$ cat src/rtl/pipelined_cla_adder_if.sv
// Operand/result handshake bundle for pipelined_cla_adder.
// The producer/consumer side uses master; the adder uses slave.
interface pipelined_cla_adder_if #(
  parameter int WIDTH = 32
);
  logic             in_valid;
  logic             in_ready;
  logic [WIDTH-1:0] a;
  logic [WIDTH-1:0] b;
  logic             cin;
  logic             sub;
  logic             out_valid;
  logic             out_ready;
  logic [WIDTH-1:0] sum;
  logic             cout;
  logic             ovf;
  logic             zero;

  modport master (
    output in_valid, a, b, cin, sub, out_ready,
    input  in_ready, out_valid, sum, cout, ovf, zero
  );

  modport slave (
    input  in_valid, a, b, cin, sub, out_ready,
    output in_ready, out_valid, sum, cout, ovf, zero
  );
endinterface

$ cat src/rtl/pipelined_cla_adder.sv
// Add/subtract split into STAGES carry-lookahead segments, one segment per pipeline stage.
// Stage k adds slice k using the carry registered by stage k-1; the last stage is the output register.
module pipelined_cla_adder #(
  parameter int WIDTH  = 32,
  parameter int STAGES = 2
) (
  input logic                 clk,
  input logic                 rst,
  pipelined_cla_adder_if.slave bus
);
  localparam int SEG = WIDTH / STAGES;

  // Flat two-level lookahead: each carry is an OR of generate terms gated by propagate runs.
  function automatic logic [SEG:0] cla_seg(input logic [SEG-1:0] x, input logic [SEG-1:0] y,
                                           input logic c0);
    logic [SEG-1:0] g;
    logic [SEG-1:0] p;
    logic [SEG:0]   c;
    logic           term;
    logic           pp;
    g    = x & y;
    p    = x ^ y;
    c    = '0;
    c[0] = c0;
    for (int i = 0; i < SEG; i++) begin
      term = g[i];
      pp   = p[i];
      for (int j = i - 1; j >= 0; j--) begin
        term = term | (pp & g[j]);
        pp   = pp & p[j];
      end
      c[i+1] = term | (pp & c0);
    end
    return {c[SEG], p ^ c[SEG-1:0]};
  endfunction

  logic             r_v [STAGES];
  logic [WIDTH-1:0] r_a [STAGES];
  logic [WIDTH-1:0] r_b [STAGES];
  logic [WIDTH-1:0] r_s [STAGES];
  logic             r_c [STAGES];
  logic             r_ovf;
  logic             r_zero;

  logic             w_v     [STAGES];
  logic [WIDTH-1:0] w_a     [STAGES];
  logic [WIDTH-1:0] w_b     [STAGES];
  logic [WIDTH-1:0] w_s     [STAGES];
  logic             w_c     [STAGES];
  logic [SEG:0]     w_seg   [STAGES];
  logic [WIDTH-1:0] w_nxt_s [STAGES];
  logic             w_nxt_c [STAGES];
  logic             w_en;
  logic             w_ovf;
  logic             w_zero;

  assign w_en = !r_v[STAGES-1] || bus.out_ready;

  // Stage inputs: stage 0 sees the port (B already inverted for subtract), later stages
  // see the previous stage's delayed operands, partial sum and segment carry.
  always_comb begin
    w_v[0] = bus.in_valid;
    w_a[0] = bus.a;
    w_b[0] = bus.sub ? ~bus.b : bus.b;
    w_c[0] = bus.sub | bus.cin;
    w_s[0] = '0;
    for (int k = 1; k < STAGES; k++) begin
      w_v[k] = r_v[k-1];
      w_a[k] = r_a[k-1];
      w_b[k] = r_b[k-1];
      w_c[k] = r_c[k-1];
      w_s[k] = r_s[k-1];
    end
  end

  // NOTE: every always_comb output is given a full value before any partial overwrite,
  // so no path leaves it unassigned and no latch is inferred.
  always_comb begin
    for (int k = 0; k < STAGES; k++) begin
      w_seg[k]                    = cla_seg(w_a[k][k*SEG +: SEG], w_b[k][k*SEG +: SEG], w_c[k]);
      w_nxt_s[k]                  = w_s[k];
      w_nxt_s[k][k*SEG +: SEG]    = w_seg[k][SEG-1:0];
      w_nxt_c[k]                  = w_seg[k][SEG];
    end
  end

  assign w_ovf  = (w_a[STAGES-1][WIDTH-1] == w_b[STAGES-1][WIDTH-1]) &&
                  (w_nxt_s[STAGES-1][WIDTH-1] != w_a[STAGES-1][WIDTH-1]);
  assign w_zero = (w_nxt_s[STAGES-1] == '0);

  // NOTE: state is updated with non-blocking assignments so every stage samples the
  // pre-edge value of its predecessor, independent of statement order.
  always_ff @(posedge clk) begin
    if (rst) begin
      r_ovf  <= 1'b0;
      r_zero <= 1'b0;
      for (int k = 0; k < STAGES; k++) begin
        r_v[k] <= 1'b0;
        r_a[k] <= '0;
        r_b[k] <= '0;
        r_s[k] <= '0;
        r_c[k] <= 1'b0;
      end
    end else if (w_en) begin
      r_ovf  <= w_ovf;
      r_zero <= w_zero;
      for (int k = 0; k < STAGES; k++) begin
        r_v[k] <= w_v[k];
        r_a[k] <= w_a[k];
        r_b[k] <= w_b[k];
        r_s[k] <= w_nxt_s[k];
        r_c[k] <= w_nxt_c[k];
      end
    end
  end

  assign bus.in_ready  = w_en && !rst;
  assign bus.out_valid = r_v[STAGES-1];
  assign bus.sum       = r_s[STAGES-1];
  assign bus.cout      = r_c[STAGES-1];
  assign bus.ovf       = r_ovf;
  assign bus.zero      = r_zero;
endmodule
$ cat src/flat_wrapper.sv
// flat-port wrapper written by rule: the top's interface ports become plain ports
module pipelined_cla_adder_flat 
#(
  parameter int WIDTH  = 32,
  parameter int STAGES = 2
)
  (clk, rst, bus_in_valid, bus_a, bus_b, bus_cin, bus_sub, bus_out_ready, bus_in_ready, bus_out_valid, bus_sum, bus_cout, bus_ovf, bus_zero);
  pipelined_cla_adder_if #(.WIDTH(WIDTH)) bus_i ();
  input logic clk;
  input logic rst;
  input wire logic [$bits(bus_i.in_valid)-1:0] bus_in_valid;
  input wire logic [$bits(bus_i.a)-1:0] bus_a;
  input wire logic [$bits(bus_i.b)-1:0] bus_b;
  input wire logic [$bits(bus_i.cin)-1:0] bus_cin;
  input wire logic [$bits(bus_i.sub)-1:0] bus_sub;
  input wire logic [$bits(bus_i.out_ready)-1:0] bus_out_ready;
  output wire logic [$bits(bus_i.in_ready)-1:0] bus_in_ready;
  output wire logic [$bits(bus_i.out_valid)-1:0] bus_out_valid;
  output wire logic [$bits(bus_i.sum)-1:0] bus_sum;
  output wire logic [$bits(bus_i.cout)-1:0] bus_cout;
  output wire logic [$bits(bus_i.ovf)-1:0] bus_ovf;
  output wire logic [$bits(bus_i.zero)-1:0] bus_zero;
  assign bus_i.in_valid = bus_in_valid;
  assign bus_i.a = bus_a;
  assign bus_i.b = bus_b;
  assign bus_i.cin = bus_cin;
  assign bus_i.sub = bus_sub;
  assign bus_i.out_ready = bus_out_ready;
  assign bus_in_ready = bus_i.in_ready;
  assign bus_out_valid = bus_i.out_valid;
  assign bus_sum = bus_i.sum;
  assign bus_cout = bus_i.cout;
  assign bus_ovf = bus_i.ovf;
  assign bus_zero = bus_i.zero;
  pipelined_cla_adder #(.WIDTH(WIDTH), .STAGES(STAGES)) u_core (.clk(clk), .rst(rst), .bus(bus_i));
endmodule
$ cat config.mk
export PLATFORM = sky130hd
export DESIGN_NAME = pipelined_cla_adder_flat
export DESIGN_NICKNAME = d
export VERILOG_FILES = /design/src/rtl/pipelined_cla_adder_if.sv /design/src/rtl/pipelined_cla_adder.sv /design/src/flat_wrapper.sv
export SDC_FILE = /design/constraint.sdc
export NUM_CORES = 1
export LEC_CHECK = 0
export BUFFER_PORTS_ARGS = -buffer_cell sky130_fd_sc_hd__clkbuf_2
export CORE_MARGIN = 5
export CORE_UTILIZATION = 55
export CTS_BUF_LIST = sky130_fd_sc_hd__clkbuf_2 sky130_fd_sc_hd__clkbuf_4 sky130_fd_sc_hd__clkbuf_8
export DETAILED_ROUTE_END_ITERATION = 12
export PLACE_DENSITY = 0.8
export SYNTH_ARGS = -nofsm -noshare
export SYNTH_HDL_FRONTEND = slang
export SYNTH_SLANG_ARGS = --single-unit
$ cat constraint.sdc
create_clock -name clk -period 11.6 [get_ports clk]
set_input_delay 1.74 -clock clk [delete_from_list [all_inputs] [get_ports clk]]
set_output_delay 1.74 -clock clk [all_outputs]
set_load 0.01 [all_outputs]
# Word level (Yosys, flattened, before mapping)
# Memories as Yosys holds them, arrays and structs flattened.
# Cells that the tools add are included.
# classes
n_bitwise	802
n_mux	16
eq_ne	2
reduce_logical	6
# ops
cell	n
$and 1x1->1	512
$or 1x1->1	283
$mux 32	7
$xor 16x16->16	4
$and 16x16->16	2
$logic_not 32->1	1
$not 32->32	1
$mux 1	9
$logic_and 1x1->1	2
$logic_not 1->1	2
$eq 1x1->1	1
$logic_or 1x1->1	1
$ne 1x1->1	1
# totals
regBits	2
mem_bits_rw	196
n_memories	5
# mem_list
name	words	word_bits	rd	rd_clocked_by_memory_dff	write_ports	line_no	rtl
u_core.r_a	2	32	1	0	2	pipelined_cla_adder.sv:38	logic [WIDTH-1:0] r_a [STAGES];
u_core.r_b	2	32	1	0	2	pipelined_cla_adder.sv:39	logic [WIDTH-1:0] r_b [STAGES];
u_core.r_s	2	32	2	0	2	pipelined_cla_adder.sv:40	logic [WIDTH-1:0] r_s [STAGES];
u_core.r_c	2	1	2	0	2	pipelined_cla_adder.sv:41	logic r_c [STAGES];
u_core.r_v	2	1	2	0	2	pipelined_cla_adder.sv:37	logic r_v [STAGES];

# Logic depth before layout (Yosys ltp)
# logic_depth
word_depth	21
ltp_mapped	12

# Worst setup path before layout
# Ideal clock, no wire load.
# synth_path
path_kind	input-to-reg
startpoint	input port bus_sub
endpoint	memory u_core.r_c[0][0] (data pin)
path_stages	12
t_arrival_ns	4.639
required_ns	11.334
setup_slack_ns	6.695
path_cell_list	clkbuf_1 clkbuf_1 xor2_1 ha_1 or3_1 o221ai_1 o22ai_1 o31ai_1 a21boi_1 or3_1 a31oi_1 o21ai_0
# synth_rtl
element	line_no	rtl
from (decl)	flat_wrapper.sv:15	input wire logic [$bits(bus_i.sub)-1:0] bus_sub;
to (decl)	pipelined_cla_adder.sv:41	

==> impl_metrics.tcl <==
set metrics [dict create \
    status "finished clean" \
    gp_congestion 0.7881 \
    fin_skew_ps 9.982 \
    die_w_um 105.8 \
    io_pins 107 \
    initial_core_util_pct 55.38 \
    antenna_found_initial 0 \
    rows 35 \
    slew_headroom_pct 29.16 \
    r2r-start "u_core.r_a[0][16]$_SDFFCE_PN0P_" \
    final_util_pct 62.34 \
    worstHoldStart "u_core.bus.zero$_SDFFE_PP0P_" \
    hold_violations 0 \
    drtAntennaViolNets 0 \
    totalWireLength_mm 9.591 \
    drv_cap 0 \
    synthCells 447 \
    cts-resized-gates 0 \
    rsz0062_at_grt "no" \
    synth-main-ff-cell "edfxtp_1" \
    cp-start-kind "input pin" \
    required_ps 11700 \
    grt_max_degree 85 \
    grt-ovfl-total 0 \
    die_h_um 105.8 \
    crit_start "bus_sub" \
    fillers 752 \
    reg2regPathDepth 9 \
    p_per_area_mw_per_mm2 145.2 \
    clk_pin_slew_ps 90 \
    syn-cell-area_mm2 0.005045 \
    critPathCaptureType "register" \
    ys_ff_latch 86 \
    async_flop_share_pct 0 \
    post-route-period-util_pct 43.45 \
    ctsHoldBuffers 0 \
    synth.net_count 552 \
    core_area_mm2 0.009109 \
    hold_end "u_core.bus.zero$_SDFFE_PP0P_" \
    max_freq_mhz 198.4 \
    hold_path_class "register to register" \
    drc_errors 0 \
    path_max_fanout 34 \
    post_drt_wl_per_cell_um 15.06 \
    hold_depth 2 \
    yosysSeqAreaShare_pct 50.79 \
    clk_latency_ps 350 \
    ctsHtreeMaxLevel 3 \
    grt_pass1_wl_mm 15.86 \
    io_buffers 106 \
    area_growth_pct 12.55 \
    firstDrtPassIters 4 \
    fin_crit_ps 5041 \
    cp.arrival_ps 5140 \
    timing.rr.end "u_core.r_s[0][62]$_SDFFCE_PN0P_" \
    gr-usage-all-layers_pct 17.85 \
    setup_viol 0 \
    cts_root_buffer "clkbuf_8" \
    synth_warnings 0 \
    worstSetupPathType "input pin to register" \
    synthTopCellsByArea "edfxtp_1, ha_1, buf_4" \
    antenna_cells 0 \
    power_uw 824.5 \
    final_cell_area_mm2 0.005678 \
    vias 3392 \
    drive_gt1_share_pct 26.05 \
    vias_per_cell 5.325 \
    worst_pin_slew_ps 1063 \
    leakage_uw 0.002585 \
    clockBufferDepth 2 \
    ir_drop_v 0.00005845 \
    slew_violations 0 \
    synth_area_per_cell_um2 11.29 \
    grt_pass1_vias 3457 \
    placed_area_mm2 0.005444 \
    dpl.cell_count 621 \
    synth.distinct_cells 52 \
    yosysTopAreaCellShare_pct 50.00 \
    stdcell_count 637 \
    cts_tree "yes" \
    post_cts_buffers 0 \
    synth_area_leader_cell "edfxtp_1" \
    drt-initial-drc-count 189 \
    dieArea_mm2 0.01119 \
    nNetsFinal 626 \
    cts_num_sinks 86 \
    synth_edf_count 84 \
    numCtsBuffers 9 \
    r2r_slack_ps 8350 \
    dp_hpwl_mm 7.141 \
    tns_ps 0 \
]
## power by group
part / total (uW) / internal [uW] / switching [uW]
Sequential: 401 / 385 / 15.4
Clock: 240 / 138 / 102
Combinational: 184 / 83.1 / 101
Total: 825 / 607 / 218
## cells in the mapped netlist, types with 4 or more instances
cell type,count
edfxtp_1,84
nor2_1,51
and2_1,34
buf_4,33
ha_1,33
xor2_1,28
xnor2_1,27
inv_1,17
nand2_1,16
nor3_1,15
a21oi_1,12
clkbuf_1,11
o21a_1,6
o21ai_0,6
a21o_1,5
and3_1,5
nand2b_1,5
a31oi_1,4
nand3_1,4
o22ai_1,4
## critical path: stages
cell and delay [ps]:
clkbuf_2 580, xor2_1 360, ha_1 260, or3_1 410, o221ai_1 280, o22ai_1 220
o31ai_1 350, a21boi_1 180, or3_1 360, a31oi_1 270, o21ai_0 130
## how the worst max path moves through the flow
stage / to / slack [ps] / depth (start not counted)
after CTS: u_core.r_c[0][0]$_SDFFCE_PN0P_ / 6560 / 11
after global placement: u_core.r_c[0][0]$_SDFFCE_PN0P_ / 6390 / 11
after detailed placement: u_core.r_c[0][0]$_SDFFCE_PN0P_ / 6210 / 11
after global routing: u_core.r_c[0][0]$_SDFFCE_PN0P_ / 6240 / 11
final: u_core.r_c[0][0]$_SDFFCE_PN0P_ / 6560 / 11
after floorplan: u_core.r_c[0][0]$_SDFFCE_PN0P_ / 6700 / 12
## layer usage
metal / track usage (%) / routed length [um] / vias up
met4: 7.493 / 139 / 0
met5: 0 / 0 / -
met2: 32.19 / 5032 / 92
met1: 20.95 / 4028 / 1596
li1: - / - / 1693
met3: 2.939 / 390 / 11
## cells by family (layout without fill, tap and decap cells)
kind of cell | Yosys count | after routing | share of synthesized area (%)
AOI/OAI and AO/OA | 61 | 61 | 8.829
xor gates and xnor gates | 55 | 55 | 9.549
muxes | 1 | 1 | 0.1984
adders and majority gates | 35 | 35 | 8.978
and+or+nand+nor | 146 | 146 | 14.51
DFF | 86 | 86 | 50.79
buffers and inverters | 63 | 142 | 7.143
## cell type report
type	instances	area, um2	share of cell area (%)
repair buffers	109	553.0	9.740
multi-input cells	298	2125	37.42
well taps	111	138.9	2.446
clock inverters	3	67.56	1.190
flip-flops and latches	86	2562	45.13
inverters	17	65.06	1.146
clock buffers	13	166.4	2.931
## layout by cell type (no fill, tap or decap), drive strengths merged, types with 5 or more instances in the layout
cell type / Yosys / final
nor2: 51 / 51
nand2: 16 / 16
o21ai: 7 / 7
clkbuf: 11 / 119
edfxtp: 84 / 84
and3: 6 / 6
xnor2: 27 / 27
nor3: 15 / 15
a21oi: 12 / 12
ha: 33 / 33
o21a: 7 / 7
inv: 17 / 16
and2: 34 / 34
nand2b: 5 / 5
xor2: 28 / 28
a21o: 6 / 6
## flip-flops by register name, indices dropped and copies added, names as in the netlist
signal           cells
u_core.bus.zero      1
u_core.r_v           2
u_core.bus.ovf       1
u_core.r_a          16
u_core.r_b          16
u_core.r_s          48
u_core.r_c           2
## stage by stage
stage	hold slack, ps	setup slack [ps]
floorplan	470.4	6695
global placement	447.9	6389
detailed placement	445.2	6209
CTS	456.7	6562
global route	505.0	6240
finish	452.8	6559
Power figures use the tool's default switching activity.
